--- config.mk ---
export PLATFORM = sky130hd
export DESIGN_NAME = toggle_debouncer_flat
export DESIGN_NICKNAME = d
export VERILOG_FILES = /design/src/rtl/toggle_debouncer_if.sv /design/src/rtl/toggle_debouncer.sv /design/src/flat_wrapper.sv
export SDC_FILE = /design/constraint.sdc
export NUM_CORES = 1
export LEC_CHECK = 0
export ABC_AREA = 1
export CAP_MARGIN = 25
export CORE_AREA = 2 2 39 41
export CTS_CLUSTER_DIAMETER = 80
export DETAILED_ROUTE_END_ITERATION = 10
export DIE_AREA = 0 0 41 43
export GPL_ROUTABILITY_DRIVEN = 0
export PLACE_DENSITY = 0.66
export SYNTH_ARGS = -nofsm -noshare
export SYNTH_HDL_FRONTEND = slang
export SYNTH_SLANG_ARGS = --single-unit
--- constraint.sdc ---
create_clock -name clk -period 1.15 [get_ports clk]
set_input_delay 0.2875 -clock clk [delete_from_list [all_inputs] [get_ports clk]]
set_output_delay 0.2875 -clock clk [all_outputs]
set_load 0.05 [all_outputs]
--- src/rtl/toggle_debouncer_if.sv ---
// Button-side bundle of the toggle debouncer: raw level in,
// toggle strobe and debounced level out.
interface toggle_debouncer_if;
  logic btn_in;
  logic t;
  logic btn_state;

  modport master (
    output btn_in,
    input  t,
    input  btn_state
  );

  modport slave (
    input  btn_in,
    output t,
    output btn_state
  );
endinterface

--- src/rtl/toggle_debouncer.sv ---
// Push-button front end: synchronizer, consecutive-sample debounce
// FSM, one-cycle toggle strobe per debounced press.
module toggle_debouncer #(
  parameter int SYNC_STAGES     = 2,
  parameter int DEBOUNCE_CYCLES = 4
) (
  input  logic               clk,
  input  logic               reset,
  toggle_debouncer_if.slave  bus
);

  localparam int CW = $clog2(DEBOUNCE_CYCLES + 1);
  localparam logic [CW-1:0] ONE  = CW'(1);
  localparam logic [CW-1:0] LAST = CW'(DEBOUNCE_CYCLES - 1);
  localparam bit SINGLE = (DEBOUNCE_CYCLES == 1);

  localparam logic [1:0] IDLE        = 2'd0;
  localparam logic [1:0] ARM_PRESS   = 2'd1;
  localparam logic [1:0] PRESSED     = 2'd2;
  localparam logic [1:0] ARM_RELEASE = 2'd3;

  logic [SYNC_STAGES-1:0] sync_q, sync_d;
  logic [1:0]             state_q, state_d;
  logic [CW-1:0]          cnt_q, cnt_d;
  logic                   t_q, t_d;
  logic                   st_q, st_d;
  logic                   btn_sync;

  assign sync_d   = {sync_q[SYNC_STAGES-2:0], bus.btn_in};
  assign btn_sync = sync_q[SYNC_STAGES-1];

  always_comb begin
    state_d = state_q;
    cnt_d   = cnt_q;
    t_d     = 1'b0;
    st_d    = st_q;
    case (state_q)
      IDLE: begin
        st_d = 1'b0;
        if (btn_sync) begin
          // with a single required sample the entry sample qualifies
          if (SINGLE) begin
            state_d = PRESSED;
            cnt_d   = '0;
            t_d     = 1'b1;
            st_d    = 1'b1;
          end else begin
            state_d = ARM_PRESS;
            cnt_d   = ONE;
          end
        end
      end
      ARM_PRESS: begin
        if (!btn_sync) begin
          state_d = IDLE;
          cnt_d   = '0;
        end else if (cnt_q == LAST) begin
          state_d = PRESSED;
          cnt_d   = '0;
          t_d     = 1'b1;
          st_d    = 1'b1;
        end else begin
          cnt_d = cnt_q + ONE;
        end
      end
      PRESSED: begin
        st_d = 1'b1;
        if (!btn_sync) begin
          if (SINGLE) begin
            state_d = IDLE;
            cnt_d   = '0;
            st_d    = 1'b0;
          end else begin
            state_d = ARM_RELEASE;
            cnt_d   = ONE;
          end
        end
      end
      ARM_RELEASE: begin
        if (btn_sync) begin
          state_d = PRESSED;
          cnt_d   = '0;
        end else if (cnt_q == LAST) begin
          state_d = IDLE;
          cnt_d   = '0;
          st_d    = 1'b0;
        end else begin
          cnt_d = cnt_q + ONE;
        end
      end
      default: begin
        state_d = IDLE;
        cnt_d   = '0;
        st_d    = 1'b0;
      end
    endcase
  end

  always_ff @(posedge clk) begin
    if (!reset) begin
      sync_q  <= '0;
      state_q <= IDLE;
      cnt_q   <= '0;
      t_q     <= 1'b0;
      st_q    <= 1'b0;
    end else begin
      sync_q  <= sync_d;
      state_q <= state_d;
      cnt_q   <= cnt_d;
      t_q     <= t_d;
      st_q    <= st_d;
    end
  end

  assign bus.t         = t_q;
  assign bus.btn_state = st_q;

endmodule
--- src/flat_wrapper.sv ---
// flat-port wrapper written by rule: the top's interface ports become plain ports
module toggle_debouncer_flat 
#(
  parameter int SYNC_STAGES     = 2,
  parameter int DEBOUNCE_CYCLES = 4
)
  (clk, reset, bus_btn_in, bus_t, bus_btn_state);
  toggle_debouncer_if bus_i ();
  input  logic clk;
  input  logic reset;
  input wire logic [$bits(bus_i.btn_in)-1:0] bus_btn_in;
  output wire logic [$bits(bus_i.t)-1:0] bus_t;
  output wire logic [$bits(bus_i.btn_state)-1:0] bus_btn_state;
  assign bus_i.btn_in = bus_btn_in;
  assign bus_t = bus_i.t;
  assign bus_btn_state = bus_i.btn_state;
  toggle_debouncer #(.SYNC_STAGES(SYNC_STAGES), .DEBOUNCE_CYCLES(DEBOUNCE_CYCLES)) u_core (.clk(clk), .reset(reset), .bus(bus_i));
endmodule
* Yosys cells after proc, flatten, opt, wreduce, memory -nomap -nowiden *
Index checks and enable logic that the tools add are counted.

word-level totals
  register bits after elaboration = 9
  input port bits = 3
  output and inout port bits = 2

cells by class
  add/sub/neg operators = 1
  equality and inequality tests = 12
  mux-type cells = 19
  reductions and logical operators = 5

operator list
  kind                   count
  $mux W3                5
  $mux W2                6
  $pmux W3 S4            1
  $ne A2 B1 Y1 const B   4
  $pmux W2 S4            1
  $reduce_and A4 Y1      2
  $mux W1                5
  $eq A2 B2 Y1 const B   2
  $ne A2 B2 Y1 const B   2
  $pmux W1 S4            1
  $add A3 B1 Y3 const B  1
  $eq A3 B2 Y1 const B   1
  $ne A3 B1 Y1 const B   1
  $ne A3 B3 Y1 const B   1
  $reduce_and A3 Y1      1
  $eq A2 B1 Y1 const B   1
  $logic_not A2 Y1       1
  $reduce_and A2 Y1      1

* Depth between registers and ports, before layout *
Gate-level depths: netlist of run 1.

  word-level depth = 4
  mapped depth = 9
  gate-level depth less buffers = 9

* Worst setup path after synthesis of run 1 *
No wires, ideal clock.

  path kind = register to register
  start point = reg u_core.state_q[0]
  end point = reg u_core.cnt_q[2]
  library setup time = 0.114 ns
  data arrival time = 1.086 ns
  data required time = 1.036 ns
  path slack = -0.050 ns
  stages on the path, launching flop included = 9
  cells stage by stage = dfxtp_1 > inv_1 > ha_1 > inv_1 > nand2_1 > nand2_4 > inv_2 > o21ai_1 > nor2_1

on the way
  cells in the longest elaborated chain, start to end = 3

RTL lines
  element                                                               line                     source
  start, declared                                                       toggle_debouncer.sv:23   logic [1:0] state_q, state_d;
  start signal, assigned                                                toggle_debouncer.sv:108  state_q <= state_d;
  $eq A2 B2 Y1 / $logic_not A2 Y1 (equally long branches)               toggle_debouncer.sv:37   case (state_q)
  $ne A2 B2 Y1 (no source line) / $ne A2 B1 Y1 (equally long branches)  -
  $reduce_and A2 Y1 (no source line)                                    -
  end signal, assigned                                                  toggle_debouncer.sv:109  cnt_q <= cnt_d;
  end, declared                                                         toggle_debouncer.sv:24   logic [CW-1:0] cnt_q, cnt_d;

Parallel ways exist; a longest one is shown, timed or not.
A chain may end at the register's enable or synchronous reset.

==> results of run 1 <==
[routing by layer]
layer | part of all wire (%) | vias to the layer above
li1 | - | 234
met4 | 2.9 | 0
met5 | 0 | -
met3 | 1.9 | 4
met1 | 48 | 185
met2 | 47 | 6
[cell families after synthesis]
| group | Yosys count | share of synthesized area [%] |
|---|---|---|
| simple gates | 28 | 30.7 |
| fa+ha+maj | 5 | 12.7 |
| flops | 9 | 36.5 |
| buf+inv | 13 | 9.90 |
| compound gates | 9 | 10.2 |
[layout make-up]
type	instances	area, um2
Multi-Input combinational cell	42	310
Sequential cell	9	188
Inverter	13	53.8
Fill cell	131	666
Timing Repair Buffer	12	120
Clock buffer	4	26.3
Tap cell	16	20.0
[final timing paths]
check	startpoint	to	slack, ps	cells past startpoint
max	flop	u_core.bus.btn_state	-30	7
min	u_core.sync_q[0]	u_core.sync_q[1]	410	2
max reg2reg	flop	u_core.bus.btn_state	-30	7
min reg2reg	u_core.sync_q[0]	u_core.sync_q[1]	410	2
[synthesized netlist by cell type (all sizes together)]
library cell / number
nor3: 1
dfxtp: 9
a31oi: 1
nand2: 17
a21oi: 4
inv: 13
nand3: 2
or2: 1
o21ai: 4
nand4: 2
nor2: 5
ha: 5
[through the flow]
step / TNS (ps) / hold slack [ps] / total power [mW] / cell area (um2)
floorplan: 0 / 381 / 0.700 / 494
detailed placement: -485 / 406 / 0.862 / 619
finish: -42.4 / 411 / 1.22 / 718
CTS: -2.97 / 412 / 1.16 / 684
global route: -414 / 440 / 1.31 / 718
global placement: -276 / 416 / 0.853 / 619
[placed cells by master, fill, tap and decap left out, types with 3 or more instances in the layout]
master,count
nand2_1,10
buf_4,8
dfxtp_1,7
inv_1,6
inv_2,5
nand2_4,5
nor2_1,5
a21oi_1,3
clkbuf_4,3
[power groups by stage]
stage          Combinational [mW]  Clock, mW  Sequential, mW
2_1_floorplan               0.262          0           0.439
3_3_place_gp                0.439          0           0.415
3_5_place_dp                0.444          0           0.417
4_1_cts                     0.482      0.255           0.425
5_1_grt                     0.595      0.272           0.441
6_report                    0.538      0.248           0.434
[worst max-delay path: stages, from the launching register on]
cell,delay (ps)
dfxtp_4,380
inv_4,50
ha_4,170
or2_0,240
o21ai_2,70
nand2_1,70
nand2_1,70
a21oi_2,50
[repair_timing]
item                                   in CTS  in global routing
setup endpoints to repair                   7                  7
pin swaps                                   7                 10
gates resized for setup                    13                  7
endpoints found under the hold margin       0                  0
buffers inserted                            1                  1
==> results.cfg, run 1 <==
[timing]
layout_setup_ws_ps = -26.4
finalWorstPathRequiredPeriod_ps = 1180
fin_skew_ps = 9.29
setup_violations = 2
relSlewSlack_pct = 84.9
maxSlewViolCount = 0
fmax_mhz = 850
rsz0062_at_grt = true
worstMarginPinSlew_ps = 227
hold_viol = 0
finalCritPeriodShare_pct = 102

[synth]
synth-seq-area-share_pct = 36.5
synth_area_leaders = dfxtp_1 37%, ha_1 13%, nand2_1 9.9%
avgSynthCellArea_um2 = 7.70
synth_area_um2 = 493
synth_cell_type_count = 17
ys_seq_elements = 9
syn_nets = 72
synth.top_cell.area_share_pct = 36.5
ys_warn_count = 0
synth_cells = 64
yosys.area.top_type = dfxtp_1

[worst_setup_path]
required_ps = 1310
crit_path_start_kind = flop
worstPathMaxFanout = 3
end_kind = flop
arrival_ps = 1340
path_class = flop to flop

[worst_hold_path]
min_path_type = flop to flop

[power]
power_density_mw_per_mm2 = 1700
p_sw_mw = 0.459
pwr-share-clk_pct = 20.3
internal_power_mw = 0.761
power_leakage_nw = 0.329
comb_power_share_pct = 44.1
power_frac_seq_pct = 35.6
ir_drop_v = 0.000792
swShare_pct = 37.6

[clocking]
cts_sinks = 9
path_clk_slew_ps = 70
cts_buffers = 3
hold_buffers = 0
tritoncts = built
ctsHtreeMaxLevel = 1
cts.path.max_buffers = 2
root_buffer = clkbuf_4
clk_latency_ps = 270

[detailed_routing]
route.vias.total = 429
viasPerCell = 4.47
post-route-drc-count = 0
drtIter0Drc = 3
drt_first_pass_iters = 4
drt-wirelength-per-cell_um = 10.2
ant_nets = 0
wl_um = 978

[place]
port_buffers = 4
pre_cts_ws_ps = -107
placed_cells = 90
dp_hpwl_um = 701

[status]
status = finished with violations
violations = negative setup slack

[global_routing]
grt_usage_pct = 15.0
antenna_found_initial = 0
grt_util_met1_pct = 18.4
grt_pass1_wl_mm = 1.75
grt_overflow = 0
use_met2_pct = 21.3
first_global_vias = 423
top_usage_layer = met2
use_met3_pct = 6.28
grt_max_degree = 9

[floorplan]
core_region_area_mm2 = 0.00138
initial_utilization_pct = 35.6
rows = 14
ios = 5
dieArea_mm2 = 0.00176
die_y_um = 43
die_w_um = 41

[layout]
drive_gt1_share_pct = 45.0
area_delta_synth_final_pct = 45.7
instances_no_fill = 96
fin_nets = 89
postLayoutCoreUtil_pct = 51.9
num_antenna_cells = 0

[job]
max_cap_violations = 0
No activity file was read; power rests on OpenSTA's default activity.
==> run 2, diff against run 1 <==
Settings changed: GPL_TIMING_DRIVEN set to 0, SKIP_CTS_REPAIR_TIMING set to 1.
==> results.cfg, run 2 (same netlist as run 1, synthesis figures left out) <==
[global_routing]
first_global_vias = 351
grt_overflow = 0
grt_pass1_wl_mm = 1.47
grt_max_degree = 9
antenna_found_initial = 0
grt_usage_pct = 12.4

[detailed_routing]
viasPerCell = 4.52
ant_nets = 0
drt-wirelength-per-cell_um = 9.33
drt_first_pass_iters = 2
route.vias.total = 398
drtIter0Drc = 2
post-route-drc-count = 0
wl_um = 821

[power]
power_density_mw_per_mm2 = 1750
power_leakage_nw = 0.271
total_power_mw = 1.07
ir_drop_v = 0.000667

[layout]
num_antenna_cells = 0
area_delta_synth_final_pct = 24.1
postLayoutCoreUtil_pct = 44.2
final_common_cell = nand2_1
final_cell_mix = 10 x nand2_1, 7 x inv_2, 7 x dfxtp_1
drive_gt1_share_pct = 40.3
fin_nets = 81

[clocking]
cts_sinks = 9
cts_buffers = 3
tritoncts = built
path_clk_slew_ps = 60
root_buffer = clkbuf_4
cts.path.max_buffers = 2
ctsHtreeMaxLevel = 1
clk_latency_ps = 250

[floorplan]
rows = 14
core_region_area_mm2 = 0.00138
die_y_um = 43
dieArea_mm2 = 0.00176
initial_utilization_pct = 35.6
die_w_um = 41
ios = 5

[timing]
layout_setup_ws_ps = -15.3
setup_violations = 3
worstMarginPinSlew_ps = 246
finalWorstPathRequiredPeriod_ps = 1170
fin_skew_ps = 2.81
finalCritPeriodShare_pct = 101
holdWs_ps = 413
relSlewSlack_pct = 83.5
hold_viol = 0
maxSlewViolCount = 0
fmax_mhz = 858
rsz0062_at_grt = true

[worst_hold_path]
holdPathEnd = u_core.sync_q[1]
min_path_cells = 2
hold_path_startpoint = u_core.sync_q[0]
min_path_type = flop to flop

[worst_setup_path]
arrival_ps = 1310
end_kind = flop
path_class = flop to flop
r2r_end = u_core.bus.btn_state
required_ps = 1300
worstPathMaxFanout = 3
rr_worst_depth = 7
crit_path_start_kind = flop
rrSetupSlack_ps = -20

[status]
status = finished with violations
violations = negative setup slack

[place]
dp_hpwl_um = 616
port_buffers = 4

[job]
max_cap_violations = 0
==> run 2: changes by cell type in the layout (fill, tap and decap cells not counted) <==
cell | previous run | this run
buf_4 | 8 | 0
inv_4 | 2 | 0
inv_2 | 5 | 7
dfxtp_2 | 0 | 1
buf_12 | 2 | 0
dfxtp_4 | 2 | 1
ha_4 | 2 | 1
clkbuf_4 | 3 | 4
a21oi_2 | 1 | 2
buf_2 | 0 | 1
a21oi_1 | 3 | 2
ha_2 | 2 | 3
nand2_2 | 2 | 3
nand2_4 | 5 | 4
==> run 2: cell type report <==
cell class	instances	area (um2)
Fill cell	137	772
Multi-Input combinational cell	42	299
Sequential cell	9	185
Inverter	13	48.8
Timing Repair Buffer	4	32.5
Clock buffer	4	26.3
Tap cell	16	20.0
==> run 2: where the power goes <==
group / total (mW) / internal (mW) / leakage, nW / switching [mW]
clock network: 0.241 / 0.133 / 0.0150 / 0.107
logic: 0.409 / 0.161 / 0.181 / 0.248
registers: 0.422 / 0.370 / 0.0749 / 0.0521
total: 1.07 / 0.664 / 0.271 / 0.408
==> run 2: routing by layer <==
| metal | wire length, um | track usage [%] |
|---|---|---|
| met1 | 406 | 16.7 |
| met2 | 394 | 16.9 |
| met3 | 20 | 4.71 |
| met4 | 0 | 6.00 |
| met5 | 0 | 0 |
==> run 2: worst max-delay path by stage <==
stage                                    start                    to
after floorplan                           flop  u_core.bus.btn_state
after global placement    u_core.bus.btn_state         bus_btn_state
after detailed placement  u_core.bus.btn_state         bus_btn_state
after CTS                 u_core.bus.btn_state         bus_btn_state
after global routing                      flop  u_core.bus.btn_state
final                                     flop  u_core.bus.btn_state
==> run 2: metrics by stage <==
step / setup TNS (ps) / instances / setup WS, ps / area (um2)
2_1_floorplan: 0 / 64 / 3.76 / 494
3_3_place_gp: -1060 / 84 / -245 / 554
3_5_place_dp: -1160 / 84 / -245 / 554
4_1_cts: -1660 / 88 / -531 / 581
5_1_grt: -566 / 88 / -104 / 612
6_report: -19.7 / 88 / -15.3 / 612
==> run 2: critical path, cell delays in order (launching register included) <==
cell and delay (ps):
dfxtp_2 360, inv_2 60, ha_4 160, or2_0 190, o21ai_1 100, nand2_1 70
nand2_1 70, a21oi_2 50
